<file path="config.mk">
export PLATFORM = sky130hd
export DESIGN_NAME = char_buf_writer
export DESIGN_NICKNAME = d
export VERILOG_FILES = /design/src/rtl/charbuf_pkg.sv /design/src/rtl/charbuf_cursor.sv /design/src/rtl/char_buf_writer.sv
export SDC_FILE = /design/constraint.sdc
export NUM_CORES = 1
export LEC_CHECK = 0
export ABC_AREA = 1
export BUFFER_PORTS_ARGS = -buffer_cell sky130_fd_sc_hd__buf_4
export CAP_MARGIN = 10
export CELL_PAD_IN_SITES_DETAIL_PLACEMENT = 0
export CELL_PAD_IN_SITES_GLOBAL_PLACEMENT = 1
export CORE_MARGIN = 5
export CORE_UTILIZATION = 40
export CTS_CLUSTER_DIAMETER = 50
export DETAILED_ROUTE_END_ITERATION = 16
export GPL_TIMING_DRIVEN = 0
export HOLD_SLACK_MARGIN = 0.1
export PLACE_DENSITY_LB_ADDON = 0.1
export REMOVE_ABC_BUFFERS = 1
export SLEW_MARGIN = 10
export SYNTH_ARGS = -nofsm -noshare
export SYNTH_HDL_FRONTEND = slang
export SYNTH_SLANG_ARGS = --single-unit
</file>
<file path="constraint.sdc">
create_clock -name clk -period 3.1 [get_ports clk]
set_clock_uncertainty 0.1 [all_clocks]
set_input_delay 0.62 -clock clk [delete_from_list [all_inputs] [get_ports clk]]
set_output_delay 0.62 -clock clk [all_outputs]
set_load 0.01 [all_outputs]
</file>
<file path="src/rtl/charbuf_pkg.sv">
// Shared constants and types for the LCD character buffer writer.
package charbuf_pkg;

    localparam logic [7:0] CHR_BS        = 8'h08;
    localparam logic [7:0] CHR_LF        = 8'h0A;
    localparam logic [7:0] CHR_FF        = 8'h0C;
    localparam logic [7:0] CHR_CR        = 8'h0D;
    localparam logic [7:0] CHR_PRINT_MIN = 8'h20;

    typedef enum logic {
        IDLE  = 1'b0,
        CLEAR = 1'b1
    } state_t;

    // Counter width that stays at least one bit for degenerate sizes.
    function automatic int cb_width(input int n);
        return (n > 1) ? $clog2(n) : 1;
    endfunction

endpackage

</file>
<file path="src/rtl/charbuf_cursor.sv">
// Row/column cursor for the character buffer; produces the linear cell offset row*COLS+col.
module charbuf_cursor
    import charbuf_pkg::*;
#(
    parameter int COLS   = 16,
    parameter int ROWS   = 2,
    parameter int ADDR_W = 11
) (
    input  logic                        clk,
    input  logic                        rst_n,
    input  logic                        adv,
    input  logic                        lf,
    input  logic                        cr,
    input  logic                        bs,
    input  logic                        home,
    output logic [cb_width(ROWS)-1:0]   row,
    output logic [cb_width(COLS)-1:0]   col,
    output logic [ADDR_W-1:0]           offset
);

    localparam int ROW_W = cb_width(ROWS);
    localparam int COL_W = cb_width(COLS);
    localparam logic [ROW_W-1:0] ROW_LAST = ROW_W'(ROWS - 1);
    localparam logic [COL_W-1:0] COL_LAST = COL_W'(COLS - 1);
    localparam logic [ROW_W-1:0] ROW_ONE  = ROW_W'(1);
    localparam logic [COL_W-1:0] COL_ONE  = COL_W'(1);

    logic [ROW_W-1:0] row_inc;

    // No scrolling: the bottom row wraps straight back to the top.
    assign row_inc = (row == ROW_LAST) ? '0 : row + ROW_ONE;
    assign offset  = ADDR_W'(row) * ADDR_W'(COLS) + ADDR_W'(col);

    always_ff @(posedge clk or negedge rst_n) begin
        if (!rst_n) begin
            row <= '0;
            col <= '0;
        end else if (home) begin
            row <= '0;
            col <= '0;
        end else if (adv) begin
            if (col == COL_LAST) begin
                col <= '0;
                row <= row_inc;
            end else begin
                col <= col + COL_ONE;
            end
        end else if (lf) begin
            row <= row_inc;
        end else if (cr) begin
            col <= '0;
        end else if (bs && (col != '0)) begin
            col <= col - COL_ONE;
        end
    end

endmodule

</file>
<file path="src/rtl/char_buf_writer.sv">
// Writer side of the LCD character RAM: decodes a byte stream into glyph writes and clears.
// Define CHARBUF_CLR_ON_RST_EN to run a full-screen clear automatically out of reset.
module char_buf_writer
    import charbuf_pkg::*;
#(
    parameter int                COLS      = 16,
    parameter int                ROWS      = 2,
    parameter int                ADDR_W    = 11,
    parameter logic [ADDR_W-1:0] BASE_ADDR = '0,
    parameter logic [7:0]        FILL_CHAR = 8'h20
) (
    input  logic                      clk,
    input  logic                      rst_n,
    input  logic                      s_valid,
    input  logic [7:0]                s_data,
    output logic                      s_ready,
    output logic                      wr_en,
    output logic [ADDR_W-1:0]         wr_addr,
    output logic [7:0]                wr_data,
    output logic [cb_width(ROWS)-1:0] cursor_row,
    output logic [cb_width(COLS)-1:0] cursor_col,
    output logic                      busy,
    output logic                      clr_done
);

    localparam int                CELLS    = ROWS * COLS;
    localparam int                IDX_W    = cb_width(CELLS);
    localparam logic [IDX_W-1:0]  IDX_LAST = IDX_W'(CELLS - 1);
    localparam logic [IDX_W-1:0]  IDX_ONE  = IDX_W'(1);
    localparam logic [ADDR_W-1:0] ADDR_ONE = ADDR_W'(1);

`ifdef CHARBUF_CLR_ON_RST_EN
    localparam state_t STATE_RST = CLEAR;
    localparam logic   PRIME_RST = 1'b1;
`else
    localparam state_t STATE_RST = IDLE;
    localparam logic   PRIME_RST = 1'b0;
`endif

    state_t            state, state_nx;
    logic [IDX_W-1:0]  idx, idx_nx;
    logic              prime, prime_nx;
    logic              wr_en_nx;
    logic [ADDR_W-1:0] wr_addr_nx;
    logic [7:0]        wr_data_nx;
    logic              clr_done_nx;
    logic              cur_adv, cur_lf, cur_cr, cur_bs, cur_home;
    logic [ADDR_W-1:0] cur_offset;
    logic              accept;

    assign s_ready = (state == IDLE);
    assign busy    = (state == CLEAR);
    assign accept  = s_valid && s_ready;

    charbuf_cursor #(
        .COLS   (COLS),
        .ROWS   (ROWS),
        .ADDR_W (ADDR_W)
    ) u_cursor (
        .clk    (clk),
        .rst_n  (rst_n),
        .adv    (cur_adv),
        .lf     (cur_lf),
        .cr     (cur_cr),
        .bs     (cur_bs),
        .home   (cur_home),
        .row    (cursor_row),
        .col    (cursor_col),
        .offset (cur_offset)
    );

    // The write outputs always hold the cell for the current idx while in CLEAR,
    // so each transition preloads the next cell. prime covers entry from reset,
    // where nothing has been preloaded yet.
    always_comb begin
        state_nx    = state;
        idx_nx      = idx;
        prime_nx    = prime;
        wr_en_nx    = 1'b0;
        wr_addr_nx  = wr_addr;
        wr_data_nx  = wr_data;
        clr_done_nx = 1'b0;
        cur_adv     = 1'b0;
        cur_lf      = 1'b0;
        cur_cr      = 1'b0;
        cur_bs      = 1'b0;
        cur_home    = 1'b0;
        case (state)
            IDLE: begin
                if (accept) begin
                    if (s_data >= CHR_PRINT_MIN) begin
                        cur_adv    = 1'b1;
                        wr_en_nx   = 1'b1;
                        wr_addr_nx = BASE_ADDR + cur_offset;
                        wr_data_nx = s_data;
                    end else begin
                        case (s_data)
                            CHR_CR: cur_cr = 1'b1;
                            CHR_LF: cur_lf = 1'b1;
                            CHR_BS: begin
                                if (cursor_col != '0) begin
                                    cur_bs     = 1'b1;
                                    wr_en_nx   = 1'b1;
                                    wr_addr_nx = BASE_ADDR + cur_offset - ADDR_ONE;
                                    wr_data_nx = FILL_CHAR;
                                end
                            end
                            CHR_FF: begin
                                state_nx   = CLEAR;
                                idx_nx     = '0;
                                wr_en_nx   = 1'b1;
                                wr_addr_nx = BASE_ADDR;
                                wr_data_nx = FILL_CHAR;
                            end
                            default: ;
                        endcase
                    end
                end
            end
            CLEAR: begin
                if (prime) begin
                    prime_nx   = 1'b0;
                    wr_en_nx   = 1'b1;
                    wr_addr_nx = BASE_ADDR + ADDR_W'(idx);
                    wr_data_nx = FILL_CHAR;
                end else if (idx == IDX_LAST) begin
                    state_nx    = IDLE;
                    cur_home    = 1'b1;
                    clr_done_nx = 1'b1;
                end else begin
                    idx_nx     = idx + IDX_ONE;
                    wr_en_nx   = 1'b1;
                    wr_addr_nx = BASE_ADDR + ADDR_W'(idx + IDX_ONE);
                    wr_data_nx = FILL_CHAR;
                end
            end
        endcase
    end

    always_ff @(posedge clk or negedge rst_n) begin
        if (!rst_n) begin
            state    <= STATE_RST;
            idx      <= '0;
            prime    <= PRIME_RST;
            wr_en    <= 1'b0;
            wr_addr  <= '0;
            wr_data  <= '0;
            clr_done <= 1'b0;
        end else begin
            state    <= state_nx;
            idx      <= idx_nx;
            prime    <= prime_nx;
            wr_en    <= wr_en_nx;
            wr_addr  <= wr_addr_nx;
            wr_data  <= wr_data_nx;
            clr_done <= clr_done_nx;
        end
    end

endmodule

</file>
# After elaboration in Yosys (flattened, before gate mapping)
# Index checks and enable logic that the tools add are counted.
# Widths: inputs -> output; s select.
[totals]
reg_bits = 32
latch_bits = 0
mem_bits_rw = 0
mem_bits_ro = 0
in_bits = 11
out_inout_bits = 28
elab_cells = 95
memories = 0
[classes]
n_addsub = 7
n_mul = 0
div = 0
magnitude_cmp = 1
eq_ne = 14
n_shift = 0
mux = 55
bitwise_logic = 1
n_reduce_logical = 9
[op_table]
columns = ["operator", "n"]
rows = [
  ["$mux 11", 4],
  ["$pmux 11 s2", 2],
  ["$eq 8x4->1 const B", 4],
  ["$mux 8", 4],
  ["$pmux 8 s2", 2],
  ["$mux 1", 29],
  ["$mux 4", 6],
  ["$mux 5", 4],
  ["$sub 11x1->11 const B", 1],
  ["$pmux 5 s2", 1],
  ["$ge 8x6->1 const B", 1],
  ["$reduce_and 4->1", 2],
  ["$reduce_bool 4->1", 2],
  ["$add 5x1->6 const B", 1],
  ["$add 5x4->6", 1],
  ["$pmux 1 s2", 3],
  ["$add 5x1->5 const B", 1],
  ["$eq 5x5->1 const B", 1],
  ["$add 4x1->4 const B", 1],
  ["$eq 4x4->1 const B", 1],
  ["$ne 2x1->1 const B", 2],
  ["$ne 2x2->1 const B", 2],
  ["$ne 4x1->1 const B", 1],
  ["$ne 4x4->1 const B", 1],
  ["other kinds (8)", 10],
]

# Logic depth before layout (Yosys ltp)
[logic_depth]
word_depth = 12
depth_mapped = 11
depth_no_buf = 11

# Cells and area by module
# A second synthesis with hierarchy kept.
[hier_totals]
hier_cells = 329
hier_area_um2 = 2303.5
[modules_own_cells]
columns = ["module", "instances", "cells_each", "area_per_inst_um2", "seq_area_each_um2"]
rows = [
  ["char_buf_writer", 1, 256, 1800.5, 675.6],
  ["charbuf_cursor", 1, 73, 503.0, 125.1],
]

# Least setup slack after synthesis
# No wires, ideal clock.
[synth_timing]
path_kind = "register -> register"
start = "reg idx[0]"
end = "reg wr_data[5]"
setup_time_ps = 124
t_arrival_ps = 1594
required_ps = 2876
path_slack_ps = 1282
stages_incl_launch_ff = 11
n_path_buf = 1
period_less_slack_ps = 1818
path_cell_list = "dfrtp_1 > ha_1 > nand2_1 > nor2_1 > ha_1 > or2_4 > nand2_2 > nand2_4 > buf_12 > nand2_2 > nand2_1"
[synth_via]
elab_chain_len = 3
[synth_rtl]
columns = ["element", "line", "source"]
rows = [
  ["start, declared", "char_buf_writer.sv:41", "logic [IDX_W-1:0] idx, idx_nx;"],
  ["start signal, assigned", "char_buf_writer.sv:151", "idx <= idx_nx;"],
  ["$eq 5x5->1", "char_buf_writer.sv:126", "end else if (idx == IDX_LAST) begin"],
  ["$ne 2x2->1 (no source line)", "--", ""],
  ["$reduce_and 4->1 (no source line)", "--", ""],
  ["end signal, assigned", "char_buf_writer.sv:155", "wr_data <= wr_data_nx;"],
  ["end, declared", "char_buf_writer.sv:19", "output logic [7:0] wr_data,"],
]
# Every way passes these cells.
# A chain may end at the register's enable or synchronous reset.

# Final worst setup path
[layout_timing]
start = "reg state (netlist: busy)"
end = "out s_ready"
[layout_via]
elab_chain_len = 1
[layout_rtl]
columns = ["element", "line", "source"]
rows = [
  ["start, declared", "char_buf_writer.sv:40", "state_t state, state_nx;"],
  ["start signal, assigned", "char_buf_writer.sv:150", "state <= state_nx;"],
  ["$not 1->1", "--", ""],
  ["end, declared", "char_buf_writer.sv:16", "output logic s_ready,"],
]
# Every way passes these cells.

==> impl_summary.txt <==
----------------------------------------------------
[Run status]
  Result of the run ... finished, final reports clean

[Floorplan]
  Initial core utilization ... 41.2%
  Core area ... 4720 sq um
  Number of placement rows ... 25
  Die extent in y ... 79.7 microns
  I/O pin cnt ... 39
  Floorplan die width ... 79.7 microns
  Area enclosed by the die boundary ... 6360 sq um

[GRT]
  Overall overflow remaining after global route ... 0
  Number of global-route vias before repair ... 1745
  Wire length of the first global-routing pass ... 8.23 mm
  Pin count of the biggest net entering global routing ... 32
  Tot GR Track Use ... 16.6%
  Antenna violations before repair ... 0

[Worst setup path]
  Data required, critical path ... 2.38 ns
  Register-to-register path setup slack ... 1.11 ns
  Crit path kind ... reg2out
  Sort of element at the end of the critical path ... output port
  Worst reg2reg path startpoint ... idx[0]$_DFFE_PN0P_
  Critical path startpoint ... busy$_DFF_PN0_
  Largest driver fanout on the critical path ... 13
  CP Launch Type ... register
  Arrival time worst endpoint ... 1.27 ns

[STA]
  Fmax achieved ... 0.502 GHz
  TNS Setup ... 0 ns
  Final cycle utilization of the critical path ... 64.3%
  Final Max Tran Viols ... 0
  Worst slew pin tran ... 0.451 ns
  Final-report setup violation count ... 0
  Hold Violations, Final ... 0
  Worst slew margin ... 69.9%
  Hold Worst Slack ... 0.159 ns
  Time the worst path needs with I/O delays and setup ... 1.99 ns
  RSZ-0062 raised after global routing ... no

[Clock network]
  Library cell used as clock root buffer ... sky130_fd_sc_hd__clkbuf_8
  Clk slew on worst S/H paths ... 0.07 ns
  Clock latency at the later pin of the worst-skew pair ... 0.28 ns
  Number of buffers inserted during clock tree synthesis ... 5
  # hold bufs at CTS ... 0
  Number of H-tree levels ... 2
  Number of buffers inserted by post-CTS setup repair ... 0
  Maximum root-to-sink buffer count ... 2
  Clock tree from TritonCTS ... built
  Cts repair resizes ... 0
  Num Clock Sinks ... 31

[Final layout]
  Relative area change from synthesis to final layout ... 22.6%
  Final-stage net count ... 313
  Number of inserted filler cells in the final layout ... 482
  # diodes ... 0
  Fraction of final layout cells with drive strength greater than 1 ... 27.3%

[Logic synthesis]
  #FFs+latches synth ... 31
  Post-synth EDFFs ... 0
  Count of synthesis-stage warnings from yosys ... 0
  Area of the mapped netlist ... 1950 sq um
  Cell types occupying the most area after synthesis ... sky130_fd_sc_hd__dfrtp_1, sky130_fd_sc_hd__nand2_1, sky130_fd_sc_hd__nand2_2, sky130_fd_sc_hd__inv_1, sky130_fd_sc_hd__nand3_1
  Fraction of synthesized cell area taken by the top area cell type ... 39.9%
  Async set-reset flop share out of synthesis ... 100%
  Dominant register cell in the synthesized netlist ... sky130_fd_sc_hd__dfrtp_1
  Post-synthesis share of cell area spent on and, or, nand and nor gates ... 40.5%
  Area fraction in compound gates after synthesis ... 5.66%
  XOR/XNOR Fraction of Synth Area ... 1.35%
  Post-Syn Area per Cell ... 7.57 sq um
  Area share of fa/ha/maj cells after synthesis ... 3.86%
  Count of cell types in the netlist ... 26
  Main combinational cell family by area after synthesis ... simple AND/OR/NAND/NOR gates
  Mux share of post-synthesis cell area ... 0%
  Portion of the post-synthesis area used by sequential elements ... 39.9%
  Post-Synthesis Cells ... 257
  Cell taking the most area after synthesis ... sky130_fd_sc_hd__dfrtp_1

[Route]
  Antenna-violating nets left ... 0
  Total wire length after detailed routing ... 4.66 mm
  Wirelength per Cell ... 12.8 microns
  Drt drc ... 0
  Via density per instance ... 4.64
  DR pass1 iterations ... 4
  Routed vias ... 1690
  Number of DRC violations after detailed-routing iteration 0 ... 90

[Place]
  RePlAce Congestion ... 0.823
  Detail Placement HPWL ... 3.51 mm
  Number of buffer cells added on primary ports ... 38

[Worst hold path]
  Min-delay worst type ... in2async

[Power]
  Largest voltage drop on the vdd net ... 0.313 mV
  Power Density ... 609 nW/um^2
  Leakage power of the design ... 1.29 nW

[Flow run]
  Max-cap viol count ... 0

----------------------------------------------------
## kinds of logic after synthesis
group,after synthesis
xor+xnor,3
buf+inv,35
flops,31
simple gates,162
compound gates,20
fa+ha+maj,6
## registers in the layout, summed over array words and instances (netlist names)
register and flops:
busy 1, clr_done 1, idx 5, u_cursor.col 4, u_cursor.row 1, wr_addr 10, wr_data 8, wr_en 1
## routing by layer
| layer | wire [microns] | vias to the layer above | global-route usage, % |
|---|---|---|---|
| met2 | 2010 | 37 | 25.1 |
| met5 | 0 | - | 0 |
| li1 | - | 888 | - |
| met4 | 113 | 0 | 6.93 |
| met3 | 223 | 10 | 3.84 |
| met1 | 2310 | 755 | 22.7 |
## power by group
part	switching (mW)	internal (mW)
combinational	0.248	0.194
clock	0.156	0.321
sequential	0.0698	0.464
## worst paths after layout
path,to,depth (start not counted)
min in group clk,wr_addr[3]$_DFFE_PN0P_,2
worst min-delay path,idx[0]$_DFFE_PN0P_,1
worst max-delay path,s_ready,2
max in group asynchronous,u_cursor.col[0]$_DFFE_PN0P_,1
worst max register to register,u_cursor.col[1]$_DFFE_PN0P_,10
worst min register to register,wr_addr[3]$_DFFE_PN0P_,2
## synth_stat cells (all sizes together) (2+ instances only)
cell type,instances
a21oi,6
buf,6
dfrtp,31
ha,6
inv,29
nand2,103
nand3,20
nand4,10
nor2,25
nor3,3
o21ai,13
xor2,2
## placed cells by master (no fill, tap or decap), drive strengths merged, types with 2 or more instances in the layout
cell and n:
a21oi 6, buf 38, bufinv 2, clkbuf 6
dfrtp 31, ha 6, inv 29, nand2 103
nand3 20, nand4 10, nor2 25, nor3 3
o21ai 13, xor2 2
## critical path, cell delays in order, from the launching register on
cell and delay (ns):
sky130_fd_sc_hd__dfrtp_1 0.61, sky130_fd_sc_hd__inv_2 0.19, sky130_fd_sc_hd__buf_4 0.19
## final cells by class
class	count	area (sq um)	area share [%]
clock buffers	6	72.6	3.04
clock inverters	2	60.1	2.52
inverters	29	109	4.56
multi-input cells	191	998	41.9
flip-flops and latches	31	776	32.5
well taps	67	83.8	3.52
repair buffers	38	285	12.0
## through the flow
stage          worst slack, ns  power (mW)  utilization [%]  instances  area [sq um]
2_1_floorplan             1.34       0.808                -        251          1880
3_3_place_gp              1.14       0.988             47.7        356          2250
3_5_place_dp              1.13       0.988             47.7        356          2250
4_1_cts                   1.11        1.47             50.5        364          2380
5_1_grt                  0.961        1.56             50.5        364          2380
6_report                  1.11        1.45             50.5        364          2380
(Power assumes the default switching activity.)
